### config.mk
export PLATFORM = sky130hd
export DESIGN_NAME = ext_seven_segment_decoder
export DESIGN_NICKNAME = d
export VERILOG_FILES = /design/src/rtl/ext_seven_segment_decoder.sv
export SDC_FILE = /design/constraint.sdc
export NUM_CORES = 1
export LEC_CHECK = 0
export CELL_PAD_IN_SITES_DETAIL_PLACEMENT = 1
export CELL_PAD_IN_SITES_GLOBAL_PLACEMENT = 2
export CORE_ASPECT_RATIO = 0.75
export CORE_MARGIN = 3
export CORE_UTILIZATION = 35
export CTS_BUF_LIST = sky130_fd_sc_hd__clkbuf_8
export CTS_CLUSTER_SIZE = 8
export DETAILED_ROUTE_END_ITERATION = 8
export GPL_ROUTABILITY_DRIVEN = 0
export GPL_TIMING_DRIVEN = 0
export HOLD_SLACK_MARGIN = 0.06
export MAX_ROUTING_LAYER = met4
export PLACE_DENSITY_LB_ADDON = 0.1
export SLEW_MARGIN = 20
export SYNTH_ARGS = -nofsm -noshare
export SYNTH_HDL_FRONTEND = slang
export SYNTH_SLANG_ARGS = --single-unit
### constraint.sdc
create_clock -name clk -period 2.15 [get_ports clk]
set_clock_uncertainty 0.15 [all_clocks]
set_input_delay 0.43 -clock clk [delete_from_list [all_inputs] [get_ports clk]]
set_output_delay 0.43 -clock clk [all_outputs]
set_load 0.05 [all_outputs]
### src/rtl/ext_seven_segment_decoder.sv
// Receive-side decoder for the multiplexed external 7-segment bus.
// Deglitches each anode slot, decodes digits and republishes the two-digit score.
module ext_seven_segment_decoder #(
  parameter int STABLE_CNT = 4,
  parameter int TIMEOUT    = 1024
) (
  input  logic       clk,
  input  logic       rst_n,
  input  logic [6:0] ext_seg,
  input  logic       ext_an,
  input  logic       err_clr,
  output logic [6:0] score,
  output logic [3:0] tens,
  output logic [3:0] ones,
  output logic       score_valid,
  output logic       blank,
  output logic       pattern_err,
  output logic       stale
);

  // state  | meaning
  // IDLE   | nothing pending
  // HAVE_T | tens slot accepted, waiting for ones
  // HAVE_O | ones slot accepted, waiting for tens
  // PUB    | both slots pending, publish this cycle
  typedef enum logic [1:0] {IDLE, HAVE_T, HAVE_O, PUB} state_t;

  localparam int CW = $clog2(STABLE_CNT + 1);
  localparam int TW = $clog2(TIMEOUT + 1);
  localparam logic [3:0] CODE_BLANK = 4'd10;
  localparam logic [3:0] CODE_ILL   = 4'd15;

  function automatic logic [3:0] decode(input logic [6:0] p);
    case (p)
      7'b0111111: decode = 4'd0;
      7'b0000110: decode = 4'd1;
      7'b1011011: decode = 4'd2;
      7'b1001111: decode = 4'd3;
      7'b1100110: decode = 4'd4;
      7'b1101101: decode = 4'd5;
      7'b1111101: decode = 4'd6;
      7'b0000111: decode = 4'd7;
      7'b1111111: decode = 4'd8;
      7'b1101111: decode = 4'd9;
      7'b0000000: decode = CODE_BLANK;
      default:    decode = CODE_ILL;
    endcase
  endfunction

  state_t          state, state_nxt;
  logic            samp_vld, samp_an;
  logic [6:0]      samp_seg;
  logic [6:0]      last_t, last_o;
  logic [CW-1:0]   cnt_t, cnt_o;
  logic [TW-1:0]   to_cnt;
  logic [3:0]      code;
  logic            hit_t, hit_o, acc_t, acc_o, acc_ill, t_ok, o_ok, to_hit;
  logic            pend_t_blank, pend_o_blank, published;
  logic [3:0]      pend_t_dig, pend_o_dig;
  logic            pub_dig, pub_blank;
  logic [6:0]      new_score;

  // samp_vld keeps the reset value of the sample register from counting as a real sample
  always_ff @(posedge clk or negedge rst_n) begin
    if (!rst_n) begin
      samp_vld <= 1'b0;
      samp_an  <= 1'b0;
      samp_seg <= '0;
    end else begin
      samp_vld <= 1'b1;
      samp_an  <= ext_an;
      samp_seg <= ext_seg;
    end
  end

  always_comb begin
    code    = decode(samp_seg);
    hit_t   = samp_vld && samp_an;
    hit_o   = samp_vld && !samp_an;
    acc_t   = hit_t && (samp_seg == last_t) && (cnt_t == CW'(STABLE_CNT - 1));
    acc_o   = hit_o && (samp_seg == last_o) && (cnt_o == CW'(STABLE_CNT - 1));
    acc_ill = (acc_t || acc_o) && (code == CODE_ILL);
    t_ok    = acc_t && (code != CODE_ILL);
    o_ok    = acc_o && (code != CODE_ILL);
    to_hit  = (state != PUB) && (to_cnt == TW'(TIMEOUT - 1));
  end

  always_ff @(posedge clk or negedge rst_n) begin
    if (!rst_n) begin
      last_t <= '0;
      cnt_t  <= '0;
      last_o <= '0;
      cnt_o  <= '0;
    end else begin
      if (hit_t) begin
        if (samp_seg == last_t) begin
          cnt_t <= acc_t ? '0 : cnt_t + CW'(1);
        end else begin
          last_t <= samp_seg;
          cnt_t  <= CW'(1);
        end
      end
      if (hit_o) begin
        if (samp_seg == last_o) begin
          cnt_o <= acc_o ? '0 : cnt_o + CW'(1);
        end else begin
          last_o <= samp_seg;
          cnt_o  <= CW'(1);
        end
      end
    end
  end

  always_ff @(posedge clk or negedge rst_n) begin
    if (!rst_n) state <= IDLE;
    else        state <= state_nxt;
  end

  always_comb begin
    state_nxt = state;
    case (state)
      IDLE:    if (t_ok) state_nxt = HAVE_T;
               else if (o_ok) state_nxt = HAVE_O;
      HAVE_T:  if (o_ok) state_nxt = PUB;
      HAVE_O:  if (t_ok) state_nxt = PUB;
      PUB:     state_nxt = IDLE;
      default: state_nxt = IDLE;
    endcase
    if (to_hit) state_nxt = IDLE;
  end

  // Blank slots store digit 0 so a mixed blank/digit publish needs no special case
  always_ff @(posedge clk or negedge rst_n) begin
    if (!rst_n) begin
      pend_t_blank <= 1'b0;
      pend_t_dig   <= '0;
      pend_o_blank <= 1'b0;
      pend_o_dig   <= '0;
    end else if (state == PUB || to_hit) begin
      pend_t_blank <= 1'b0;
      pend_t_dig   <= '0;
      pend_o_blank <= 1'b0;
      pend_o_dig   <= '0;
    end else begin
      if (t_ok) begin
        pend_t_blank <= (code == CODE_BLANK);
        pend_t_dig   <= (code == CODE_BLANK) ? 4'd0 : code;
      end
      if (o_ok) begin
        pend_o_blank <= (code == CODE_BLANK);
        pend_o_dig   <= (code == CODE_BLANK) ? 4'd0 : code;
      end
    end
  end

  always_comb begin
    pub_blank = (state == PUB) && pend_t_blank && pend_o_blank;
    pub_dig   = (state == PUB) && !pub_blank;
    new_score = 7'(pend_t_dig) * 7'd10 + 7'(pend_o_dig);
  end

  always_ff @(posedge clk or negedge rst_n) begin
    if (!rst_n) begin
      score       <= '0;
      tens        <= '0;
      ones        <= '0;
      score_valid <= 1'b0;
      blank       <= 1'b0;
      pattern_err <= 1'b0;
      stale       <= 1'b0;
      published   <= 1'b0;
      to_cnt      <= '0;
    end else begin
      score_valid <= pub_dig && (!published || new_score != score);
      if (pub_dig) begin
        score     <= new_score;
        tens      <= pend_t_dig;
        ones      <= pend_o_dig;
        blank     <= 1'b0;
        published <= 1'b1;
      end else if (pub_blank) begin
        blank <= 1'b1;
      end
      if (state == PUB)              to_cnt <= '0;
      else if (to_cnt != TW'(TIMEOUT)) to_cnt <= to_cnt + TW'(1);
      if (pub_dig)     stale <= 1'b0;
      else if (to_hit) stale <= 1'b1;
      if (acc_ill)      pattern_err <= 1'b1;
      else if (err_clr) pattern_err <= 1'b0;
    end
  end

endmodule

After elaboration in Yosys (flattened, before gate mapping). Cells that the tools add are included.

Memory bits (writable): 0. Bits of input ports: 11. Word-level logic and storage cells: 114. Output and inout port bits: 19. Register bits after elaboration: 72. Memories: 0. Memory bits (read-only): 0. Latch bits: 0.

Multiplexer cells: 28. Reductions and logical operators: 31. Add/sub/neg operators: 4. Eq/ne operators: 27. $lt $le $gt $ge: 0. Div/mod/pow operators: 0. Bitwise operators: 2. Shift-type cells: 0. Multiply operators: 1.

Operators with widths (count): $eq 7x7->1 const B (7); $pmux 4 s11 (1); $mux 11 (2); $mux 4 (5); $eq 7x3->1 const B (2); $eq 7x7->1 (2); $logic_and 1x1->1 (14); $mux 3 (4); $reduce_bool 2->1 (6); $add 11x1->11 const B (1); $eq 11x10->1 const B (1); $ne 11x11->1 const B (1); $mux 1 (10); $mux 2 (5); $eq 4x4->1 const B (2); $ne 4x4->1 const B (2); $pmux 2 s4 (1); $add 7x4->7 (1); $eq 7x6->1 const B (1); $logic_not 7->1 (1); $ne 7x7->1 (1); $add 3x1->3 const B (2); $eq 3x2->1 const B (2); $mul 4x3->6 const B (1); other kinds (10) (18).

Depth between registers and ports, before layout.
Word-level depth: 9. Gate-level depth with buffers: 9. Gate-level depth less buffers: 9.

Least setup slack after synthesis. Ideal clock, no wire load.

Path kind: register to register. Start point: register samp_seg[4]. End point: register state[1]. Cell stages (with the launch flop): 8. Setup time: 0.125 ns. Path buffers: 1. Setup slack: -0.114 ns. Required time: 1.875 ns. Arrival time: 1.989 ns. Clock period less this slack: 2.264 ns. Path through: dfrtp_1 > buf_6 > or3_4 > or3_4 > nand4_4 > nand3b_1 > o211ai_2 > mux2_4.

Cells in the longest elaborated chain, start to end: 7. Elaborated cells on any way between the ends: 28. Those cells by class: eq/ne: 16; mux: 4; reduce/logical: 8.

RTL lines: start: declaration (line 52) `logic [6:0] samp_seg;`; start signal: assignment (line 72) `samp_seg <= ext_seg;`; $eq 7x7->1, or another cell as far along (line 34) `case (p)`; $pmux 4 s11 or $logic_and 1x1->1 (tied branches) (line 34, 80); $ne 4x4->1 or $logic_and 1x1->1 (tied branches) (line 83, 84, 80); $logic_and 1x1->1 (line 83) `t_ok = acc_t && (code != CODE_ILL);`; $mux 2 (line 122) `IDLE: if (t_ok) state_nxt = HAVE_T;`; $pmux 2 s4 (line 121) `case (state)`; $mux 2 (line 129) `if (to_hit) state_nxt = IDLE;`; end signal: assignment (line 116) `else state <= state_nxt;`; end: declaration (line 50) `state_t state, state_nxt;`.

Parallel ways exist; a longest one is shown, timed or not. A chain may end at the register's enable or synchronous reset.

Final worst setup path.
Start point: register samp_seg[5]. End point: register state[1].

The elaborated chain is that of the path after synthesis.

==> run summary <==
Setup CP Type - flop to flop
Ant diodes - 0
First-pass GRT wire length - 14,400 µm
Hold_ws - 322 ps
# clock sinks - 71
Finished Cell Area - 0.00470 mm²
Fillers - 1,114
Syn nets - 388
Final setup vio count - 9
# IOs - 30
YS warnings - 0
Post-detailed-route wirelength per cell - 15.4 µm
Seq/Total Area, Yosys - 48.6%
Slowest library cell on the worst path - dfrtp_1
Area of the die - 0.0117 mm²
Drt initial violations - 48
Most used cell, CP - or3_4
Hold Crit Endpoint - tens[3]
Rel. slew slack - 63.2%
Layout area overhead - 28.6%
Pwr Density - 802 mW/mm²
# DRC - 0
Starting Density - 36.9%
Vias in the first global route - 2,902
Max-cap violation count - 0
Longest Clk Path Bufs - 2
Crit start category - flop
Crit-path max cell delay - 440 ps
Final hold viol count - 0
Core ar. - 0.00989 mm²
Syn Inst Count - 360
CTS tree - done
Crit path max fanout - 4
Lkg Pwr - 2.20 nW
Worst path cell trace - or3_4 > or3_4 > nand4_4 > nand3b_1 > o211ai_2 > mux2_4
Fin worst setup slack - -244 ps
Flop-to-flop setup slack - -240 ps
Chip width - 124 µm
Gr usage total - 16.5%
DRT Pass-1 Iters - 4
Routed via count - 2,771
Cell Area, Synth - 0.00365 mm²
DRT Wirelength - 8580 µm
CTS root buffer - clkbuf_8
Hold path depth - 2
R2R Path Start - samp_seg[5]
Final min period - 2390 ps
Max Slew Vio Count - 0
Distinct cells, synth - 47
Initial antenna violation count - 0
H-tree Lvls - 3
Worst skew pair latency - 350 ps
Maximum operating frequency - 0.418 GHz
Worst-path clk slew - 80 ps
Largest net degree at the start of global routing - 40
CP arrival - 2480 ps
Post-synth EDFFs - 0
Overflow left after global routing - 0
Via density - 4.97
Main synth FF type - dfrtp_1
Min-Delay Startpoint - tens[3]
Crit path buf inv count - 0
Cell Area, Placed - 0.00413 mm²
Worst path required time - 2230 ps
Reg area - 0.00178 mm²
Critical path's top delay family - simple AND/OR/NAND/NOR gates
Failing checks - setup timing
Setup TNS - -1040 ps
Least-Margin Pin Slew - 547 ps
Rows - 31
DP HPWL - 6010 µm
Status - finished, violations left
Die Y-Extent - 94.5 µm
Footprint of the multi-input gates - 0.00187 mm²
Number of buffers created by CTS - 9
Fin nets - 449
Hold/Removal Path Class - flop to flop
Tcrit/Tclk final - 111%
Share of layout cells above drive strength 1 - 22.5%
RSZ-0062 raised after global routing - true
Worst VDD drop - 0.000440 V
Final ANT Viol Nets - 0
Reg2reg end - state[1]
Worst R2R Path Depth - 6
Async S/R FF share, synth - 100%
Synthesized area per cell - 10.1 µm²
Port Buf Inserts - 29
Worst setup EP type - flop
#FFs+latches synth - 71
-- how the worst max path moves through the flow --
stage	start	end	slack (ps)	cells past startpoint
CTS	samp_seg[5]	state[1]	-250	7
detailed placement	samp_seg[6]	pend_o_dig[2]	-490	5
global route	samp_seg[3]	state[1]	-320	7
finish	samp_seg[5]	state[1]	-240	6
global placement	rst_n	to_cnt[6]	-2120	1
floorplan	samp_seg[4]	state[1]	-60	7
-- final cells by class --
class / instances / share of cell area, %
well taps: 132 / 3.52
inverters: 15 / 1.20
clock inverters: 3 / 1.36
repair buffers: 55 / 11.1
flip-flops and latches: 71 / 37.8
clock buffers: 13 / 3.81
multi-input cells: 257 / 39.8
plain buffers: 12 / 1.41
-- power breakdown --
part | internal (mW) | leakage (nW) | total, mW | switching (mW)
clock | 0.777 | 0.127 | 1.28 | 0.500
sequential | 1.46 | 0.914 | 1.56 | 0.109
combinational | 0.385 | 1.16 | 0.929 | 0.544
-- repair_timing --
| item | 4_1_cts | 5_1_grt |
|---|---|---|
| gates cloned | 0 | 0 |
| hold endpoints to repair | 32 | 0 |
| hold buffers | 1 | 0 |
| gates resized for setup | 36 | 17 |
| pin swaps | 8 | 7 |
| endpoints found under the setup margin | 23 | 18 |
| setup buffers | 15 | 10 |
-- stage by stage --
step	util [%]	setup WS, ps	cells	power, mW
floorplan	-	-59.4	360	2.22
global placement	41.6	-2120	521	2.46
detailed placement	41.8	-492	522	2.49
CTS	46.5	-248	553	3.82
global route	47.5	-324	558	4.03
finish	47.5	-244	558	3.77
-- sequential cells by signal, indices dropped and copies added (netlist names), 2 cells and up --
register    cells
state           2
score           7
samp_seg        7
last_t          7
cnt_t           3
last_o          7
pend_o_dig      4
cnt_o           3
pend_t_dig      4
to_cnt         11
tens            4
ones            3
-- synthesized netlist by cell type, types with 3 or more instances --
| cell type | instances | area (µm²) |
|---|---|---|
| or3_1 | 4 | 25.0 |
| a21o_1 | 3 | 22.5 |
| nand3_1 | 9 | 45.0 |
| xor2_1 | 17 | 149 |
| a21oi_1 | 14 | 70.1 |
| inv_1 | 15 | 56.3 |
| nand2b_1 | 6 | 37.5 |
| nor3_1 | 4 | 20.0 |
| nand2_1 | 49 | 184 |
| clkbuf_1 | 8 | 30.0 |
| mux2_2 | 15 | 169 |
| xnor2_1 | 16 | 140 |
| or2_2 | 3 | 18.8 |
| dfrtp_1 | 71 | 1780 |
| nor4_1 | 8 | 50.1 |
| mux2i_1 | 6 | 60.1 |
| ha_1 | 15 | 188 |
| o21ai_0 | 19 | 95.1 |
| buf_2 | 5 | 25.0 |
| nor2_1 | 31 | 116 |
| o21a_1 | 3 | 22.5 |
| nand4_1 | 7 | 43.8 |
-- layer usage --
metal  up-vias  part of all wire (%)  wire, µm  track usage [%]
met5         -                     0         0                -
met4         0                   1.1        93             4.65
met3        11                   3.3       284             4.31
met2        32                    47      4030             25.4
met1      1387                    49      4170             21.5
li1       1341                     -         -                -
-- tightest hold or removal path, stage by stage (launching register included) --
cell and delay [ps]:
dfrtp_1 340, nand2_1 50, nand2_1 50
-- placed cells by master, fill, tap and decap left out, drive strengths merged, types with 16 or more instances in the layout --
cell type	n
xor2	17
o21ai	19
clkdlybuf4s50	16
nor2	31
inv	16
clkbuf	20
xnor2	16
dfrtp	71
buf	31
mux2	16
nand2	49
-- cell families (layout without fill, tap and decap cells) --
kind of cell,count (synthesis),in the layout,share of synthesized area (%)
mux,22,22,6.68
simple gates,136,136,18.7
xor+xnor,33,33,7.91
compound gates,48,48,7.77
fa+ha+maj,17,17,6.23
flops,71,71,48.6
other cells,1,1,0.103
buf+inv,32,98,3.97
Note: power is estimated with default switching activity, not from simulation.
